## src/rtl/mem_port_arbiter.sv

```systemverilog
// ---------------------------------------------------------------------------
// mem_port_arbiter
//   Lets the IF fetch port and the MEM load/store port share one single-port
//   RAM. A data access always goes before a fetch. Each RAM access uses a
//   req/ack handshake. If the RAM does not acknowledge within TIMEOUT cycles,
//   the access is forced to complete: loads and fetches return ERR_DATA and
//   the sticky bus_err flag is set. Read results are held in inst_data and
//   mem_din until the pipeline advances. The pipeline advances when stall is
//   low.
//
// Ports
//   clk, rst_n            clock; synchronous active-low reset
//   inst_ren, inst_addr   fetch request and byte address (IF stage)
//   inst_data             buffered fetched instruction
//   mem_ren, mem_wen      load / store request (MEM stage); both set = store
//   mem_addr, mem_dout    load/store byte address and store data
//   mem_din               buffered load data
//   stall                 1 = hold every pipeline stage enable
//   ram_req, ram_we       RAM request and write enable
//   ram_addr, ram_wdata   word-aligned RAM address and write data
//   ram_rdata, ram_ack    RAM read data and one-cycle completion pulse
//   bus_err               sticky flag: some RAM access timed out
// ---------------------------------------------------------------------------
module mem_port_arbiter #(
    parameter int                ADDR_W   = 32,
    parameter int                DATA_W   = 32,
    parameter int                TIMEOUT  = 15,
    parameter logic [DATA_W-1:0] ERR_DATA = 32'hDEAD_BEEF
) (
    input  logic              clk,
    input  logic              rst_n,
    input  logic              inst_ren,
    input  logic [ADDR_W-1:0] inst_addr,
    output logic [DATA_W-1:0] inst_data,
    input  logic              mem_ren,
    input  logic              mem_wen,
    input  logic [ADDR_W-1:0] mem_addr,
    input  logic [DATA_W-1:0] mem_dout,
    output logic [DATA_W-1:0] mem_din,
    output logic              stall,
    output logic              ram_req,
    output logic              ram_we,
    output logic [ADDR_W-1:0] ram_addr,
    output logic [DATA_W-1:0] ram_wdata,
    input  logic [DATA_W-1:0] ram_rdata,
    input  logic              ram_ack,
    output logic              bus_err
);

    localparam int TW = $clog2(TIMEOUT + 1);

    typedef enum logic [1:0] {
        ST_IDLE,
        ST_DATA,
        ST_INST
    } state_t;

    state_t          state;
    state_t          state_nxt;
    logic            inst_done;
    logic            data_done;
    logic [TW-1:0]   timer;

    logic            d_wait;
    logic            i_wait;
    logic            timer_hit;
    logic            issue_data;
    logic            issue_inst;
    logic            finish;
    logic            advance;

    // The RAM works on whole words, so the byte-offset bits are not used.
    logic            unused_addr_bits;
    assign unused_addr_bits = ^{inst_addr[1:0], mem_addr[1:0]};

    // An access is still outstanding while its request is up and its result
    // has not been captured during the current pipeline cycle.
    assign d_wait    = (mem_ren | mem_wen) & ~data_done;
    assign i_wait    = inst_ren & ~inst_done;
    assign stall     = d_wait | i_wait;
    assign timer_hit = (timer == TW'(TIMEOUT - 1));

    // NOTE: every output of this block gets a default before the case, so a
    // path that skips an assignment cannot infer a latch.
    always_comb begin
        state_nxt  = state;
        issue_data = 1'b0;
        issue_inst = 1'b0;
        finish     = 1'b0;
        advance    = 1'b0;
        case (state)
            ST_IDLE: begin
                if (d_wait) begin
                    state_nxt  = ST_DATA;
                    issue_data = 1'b1;
                end else if (i_wait) begin
                    state_nxt  = ST_INST;
                    issue_inst = 1'b1;
                end else begin
                    // No access is outstanding, so stall is low and the
                    // pipeline moves on at this edge.
                    advance = 1'b1;
                end
            end
            ST_DATA, ST_INST: begin
                finish = ram_ack | timer_hit;
                if (finish) state_nxt = ST_IDLE;
            end
            default: state_nxt = ST_IDLE;
        endcase
    end

    // NOTE: sequential state uses non-blocking assignments only. This keeps
    // every register sampling its pre-edge value, whatever the order of the
    // statements.
    always_ff @(posedge clk) begin
        if (!rst_n) state <= ST_IDLE;
        else        state <= state_nxt;
    end

    always_ff @(posedge clk) begin
        if (!rst_n) begin
            ram_req   <= 1'b0;
            ram_we    <= 1'b0;
            ram_addr  <= '0;
            ram_wdata <= '0;
            inst_data <= '0;
            mem_din   <= '0;
            inst_done <= 1'b0;
            data_done <= 1'b0;
            timer     <= '0;
            bus_err   <= 1'b0;
        end else begin
            if (issue_data) begin
                ram_req   <= 1'b1;
                ram_we    <= mem_wen;   // ren & wen together is a store
                ram_addr  <= {mem_addr[ADDR_W-1:2], 2'b00};
                ram_wdata <= mem_dout;
                timer     <= '0;
            end

            if (issue_inst) begin
                ram_req  <= 1'b1;
                ram_we   <= 1'b0;
                ram_addr <= {inst_addr[ADDR_W-1:2], 2'b00};
                timer    <= '0;
            end

            if (advance) begin
                inst_done <= 1'b0;
                data_done <= 1'b0;
            end

            if (state != ST_IDLE) begin
                if (finish) begin
                    ram_req <= 1'b0;
                    timer   <= '0;
                    // If the ack arrives on the last allowed cycle, it still
                    // counts as a real completion.
                    if (!ram_ack) bus_err <= 1'b1;
                    if (state == ST_DATA) begin
                        data_done <= 1'b1;
                        if (!ram_we) mem_din <= ram_ack ? ram_rdata : ERR_DATA;
                    end else begin
                        inst_done <= 1'b1;
                        inst_data <= ram_ack ? ram_rdata : ERR_DATA;
                    end
                end else begin
                    timer <= timer + 1'b1;
                end
            end
        end
    end

endmodule

```

## config.mk

```make
export PLATFORM = sky130hd
export DESIGN_NAME = mem_port_arbiter
export DESIGN_NICKNAME = d
export VERILOG_FILES = /design/src/rtl/mem_port_arbiter.sv
export SDC_FILE = /design/constraint.sdc
export NUM_CORES = 1
export LEC_CHECK = 0
export BUFFER_PORTS_ARGS = -buffer_cell sky130_fd_sc_hd__buf_2
export CORE_MARGIN = 5
export CORE_UTILIZATION = 43
export DETAILED_ROUTE_END_ITERATION = 16
export PLACE_DENSITY = 0.77
export SLEW_MARGIN = 20
export SYNTH_ARGS = -nofsm -noshare
export SYNTH_HDL_FRONTEND = slang
export SYNTH_SLANG_ARGS = --single-unit
```

## constraint.sdc

```tcl
create_clock -name clk -period 1.73 [get_ports clk]
set_clock_uncertainty 0.1 [all_clocks]
set_input_delay 0.0865 -clock clk [delete_from_list [all_inputs] [get_ports clk]]
set_output_delay 0.0865 -clock clk [all_outputs]
set_load 0.01 [all_outputs]
```

==> flow_metrics.py <==
metrics = {
    "sta": {
        "totalNegativeSetupSlack_ns": 0,
        "worstMarginPinSlew_ns": 0.531,
        "period_share": 0.976,
        "unrepaired_setup_endpoints_after_global_routing": "true",
        "fmax_ghz": 0.592,
        "final_setup_slack_of_the_worst_path_ns": 0.0422,
        "timing.final.setup_violations": 0,
        "timing_max_transition_violations_final": 0,
        "timing.slew.headroom": 0.642,
        "final_hold_fails": 0,
        "layout_min_cycle_time_ns": 1.69,
    },
    "min_path": {
        "min_path_type": "primary input to flip-flop",
        "min_path_cells": 4,
    },
    "drt": {
        "dr_wl_met3_um": 2540,
        "highest_layer": "met5",
        "wl_met1_um": 8720,
        "avgViaCountPerCell": 5.65,
        "avgRoutedWirePerCell_um": 18.7,
        "drt_drc_violations_left": 0,
        "total_routed_length_um": 22500,
        "num_vias": 6815,
        "drt_pass1_iterations": 7,
        "detailedRoute.firstIterationViolations": 512,
        "met2RoutedLength_um": 10400,
        "ant_nets": 0,
    },
    "logic_synthesis": {
        "synth_enable_flop_cells": 0,
        "yosys_register_bits": 137,
        "synthArstFlopShare": 0,
        "syn_inst": 641,
        "dominantRegCellSynth": "sky130_fd_sc_hd__dfxtp_1",
        "post_synth_instance_area_mm2": 0.00586,
        "synth_warnings": 0,
        "synth_seq_area_share": 0.468,
        "syn_avg_cell_area_um2": 9.14,
        "synth_cell_types": 47,
    },
    "setup_path": {
        "arrival_ns": 1.91,
        "worstSetupPathType": "flip-flop to flip-flop",
        "critical_path_required_ns": 1.95,
        "worst_path_fanout_max": 8,
        "startpoint_type": "flip-flop",
        "worst_r2r_path_depth": 7,
        "end_kind": "flip-flop",
    },
    "cells_and_area": {
        "finalInstanceArea_mm2": 0.00954,
        "fin_nets": 1155,
        "areaGrowthSynthToFinish_pct": 63.0,
        "share_of_cells_above_drive_strength_1": 0.348,
    },
    "floorplan": {
        "boundaryPins": 266,
        "rows": 42,
        "die_h_um": 127,
        "coreArea_mm2": 0.0133,
        "dieWidth_um": 127,
        "initial_cell_density_of_the_core": 0.441,
        "design.die.area_mm2": 0.0161,
    },
    "place": {
        "place.gp.congestion": 0.819,
        "place.port_buffers": 259,
        "place_ws_ns": -0.0408,
        "postPlaceCellArea_mm2": 0.00746,
        "dp_hpwl_um": 12600,
    },
    "global_route": {
        "grt_start_max_net_pins": 62,
        "antenna_violations_before_repair": 2,
        "grt_overflow_total": 0,
        "grt_util_all_layers": 0.258,
        "global_route_wire_length_before_repair_um": 33900,
        "first_global_vias": 6527,
    },
    "outcome": {
        "outcome": "finished clean",
    },
    "clock_network": {
        "cts_tree": "built",
        "h-tree-depth": 4,
        "ctsLongestPathBuffers": 2,
        "clkTransAtPathRegs_ns": 0.06,
        "insertion_delay_ns": 0.41,
        "cts.sink_count": 137,
        "cts_root_buffer": "sky130_fd_sc_hd__clkbuf_16",
        "cts-buffers-inserted": 17,
    },
    "run": {
        "drv_cap": 0,
    },
    "pwr": {
        "power.ir.vdd_worst_v": 0.000551,
        "cellPowerDensity_mw_per_mm2": 968,
        "leakagePower_nw": 4.49,
    },
}
layout make-up:
| class | count | area, µm² |
|---|---|---|
| Antenna cell | 2 | 5.00 |
| Clock buffer | 19 | 443 |
| Timing Repair Buffer | 429 | 3130 |
| Tap cell | 176 | 220 |
| Multi-Input combinational cell | 422 | 2820 |
| Fill cell | 898 | 3750 |
| Clock inverter | 13 | 145 |
| Sequential cell | 137 | 2740 |
| Inverter | 9 | 33.8 |
cells by family (layout without fill, tap and decap cells):
family | Yosys count | count (layout) | synth area share
AND/OR/NAND/NOR | 146 | 146 | 0.123
adder cells (fa/ha/maj) | 5 | 5 | 0.0107
multiplexers | 56 | 56 | 0.0957
AO/OA/AOI/OAI | 213 | 213 | 0.233
buffers and inverters | 83 | 470 | 0.0688
flip-flops | 137 | 137 | 0.468
other | 1 | 4 | 0.000640
worst max-delay path: stages (launching register included):
cell,delay [ns]
sky130_fd_sc_hd__dfxtp_2,0.34
sky130_fd_sc_hd__inv_2,0.05
sky130_fd_sc_hd__ha_4,0.16
sky130_fd_sc_hd__a31o_4,0.26
sky130_fd_sc_hd__buf_6,0.12
sky130_fd_sc_hd__nand4_4,0.18
sky130_fd_sc_hd__buf_12,0.17
sky130_fd_sc_hd__mux2i_2,0.23
flip-flops by register name (all words and copies together), names as in the netlist:
name / cells
inst_data: 32
mem_din: 32
ram_wdata: 32
ram_addr: 30
timer: 4
state: 2
bus_err: 1
data_done: 1
inst_done: 1
ram_req: 1
ram_we: 1
Yosys cell counts (2+ instances only):
cell	instances	area (µm²)
sky130_fd_sc_hd__dfxtp_1	137	2740
sky130_fd_sc_hd__o21ai_0	87	435
sky130_fd_sc_hd__nand3_1	73	365
sky130_fd_sc_hd__nand2_1	57	214
sky130_fd_sc_hd__mux2i_1	56	561
sky130_fd_sc_hd__a21oi_1	37	185
sky130_fd_sc_hd__clkbuf_1	36	135
sky130_fd_sc_hd__a211oi_1	30	225
sky130_fd_sc_hd__a311oi_1	30	263
sky130_fd_sc_hd__buf_2	21	105
sky130_fd_sc_hd__a32o_1	8	80.1
sky130_fd_sc_hd__inv_1	8	30.0
sky130_fd_sc_hd__buf_4	7	52.6
sky130_fd_sc_hd__buf_6	5	56.3
sky130_fd_sc_hd__ha_1	5	62.6
sky130_fd_sc_hd__buf_1	4	15.0
sky130_fd_sc_hd__nand4_1	4	25.0
sky130_fd_sc_hd__a31oi_1	3	18.8
sky130_fd_sc_hd__o2111ai_1	3	26.3
sky130_fd_sc_hd__nor2b_1	2	12.5
sky130_fd_sc_hd__o31ai_1	2	15.0
metrics by stage:
stage / std cells / util / power [mW] / hold slack, ns
final: 1207 / 0.718 / 9.24 / 0.0480
after detailed placement: 1041 / 0.561 / 5.29 / 0.219
after CTS: 1199 / 0.702 / 9.10 / 0.0316
after floorplan: 642 / - / 4.55 / 0.112
after global routing: 1206 / 0.718 / 9.61 / 0.0617
after global placement: 1041 / 0.561 / 5.26 / 0.220
path summary, 6_finish.rpt:
path	startpoint	endpoint	slack, ns
max	timer[0]	inst_data[31]	0.04
min	mem_ren	timer[0]	0.05
max reg2reg	timer[0]	inst_data[31]	0.04
min reg2reg	inst_data[5]	inst_data[5]	0.36
metal layers:
metal | GRT usage | vias up
met5 | 0 | -
met4 | 0.111 | 2
met3 | 0.0933 | 81
met2 | 0.419 | 442
met1 | 0.309 | 3160
li1 | - | 3130
placed cells by master (no fill, tap or decap), drive strengths merged, types with 2 or more instances in the layout:
cell,n
clkinv,6
a211oi,30
clkbuf,24
a311oi,30
o21ai,87
inv,11
nand4,5
mux2i,56
diode,2
a32o,8
nor2b,2
ha,5
dfxtp,137
conb,2
a31oi,3
bufinv,2
o31ai,2
nand2,57
dlygate4sd3,126
o2111ai,3
buf,298
nand3,73
clkinvlp,3
a21oi,37
where the power goes:
group / switching [mW] / total, mW / internal, mW
clock: 1.41 / 3.58 / 2.17
sequential: 0.136 / 3.54 / 3.41
combinational: 1.14 / 2.12 / 0.974
what timing repair did:
item / 4_1_cts / 5_1_grt
gates cloned: 0 / 5
pin swaps: 1 / 10
hold buffers: 126 / 0
endpoints found under the hold margin: 128 / 0
setup endpoints to repair: 5 / 94
gates resized for setup: 3 / 17
buffers inserted: 0 / 1
(Power assumes the default switching activity.)
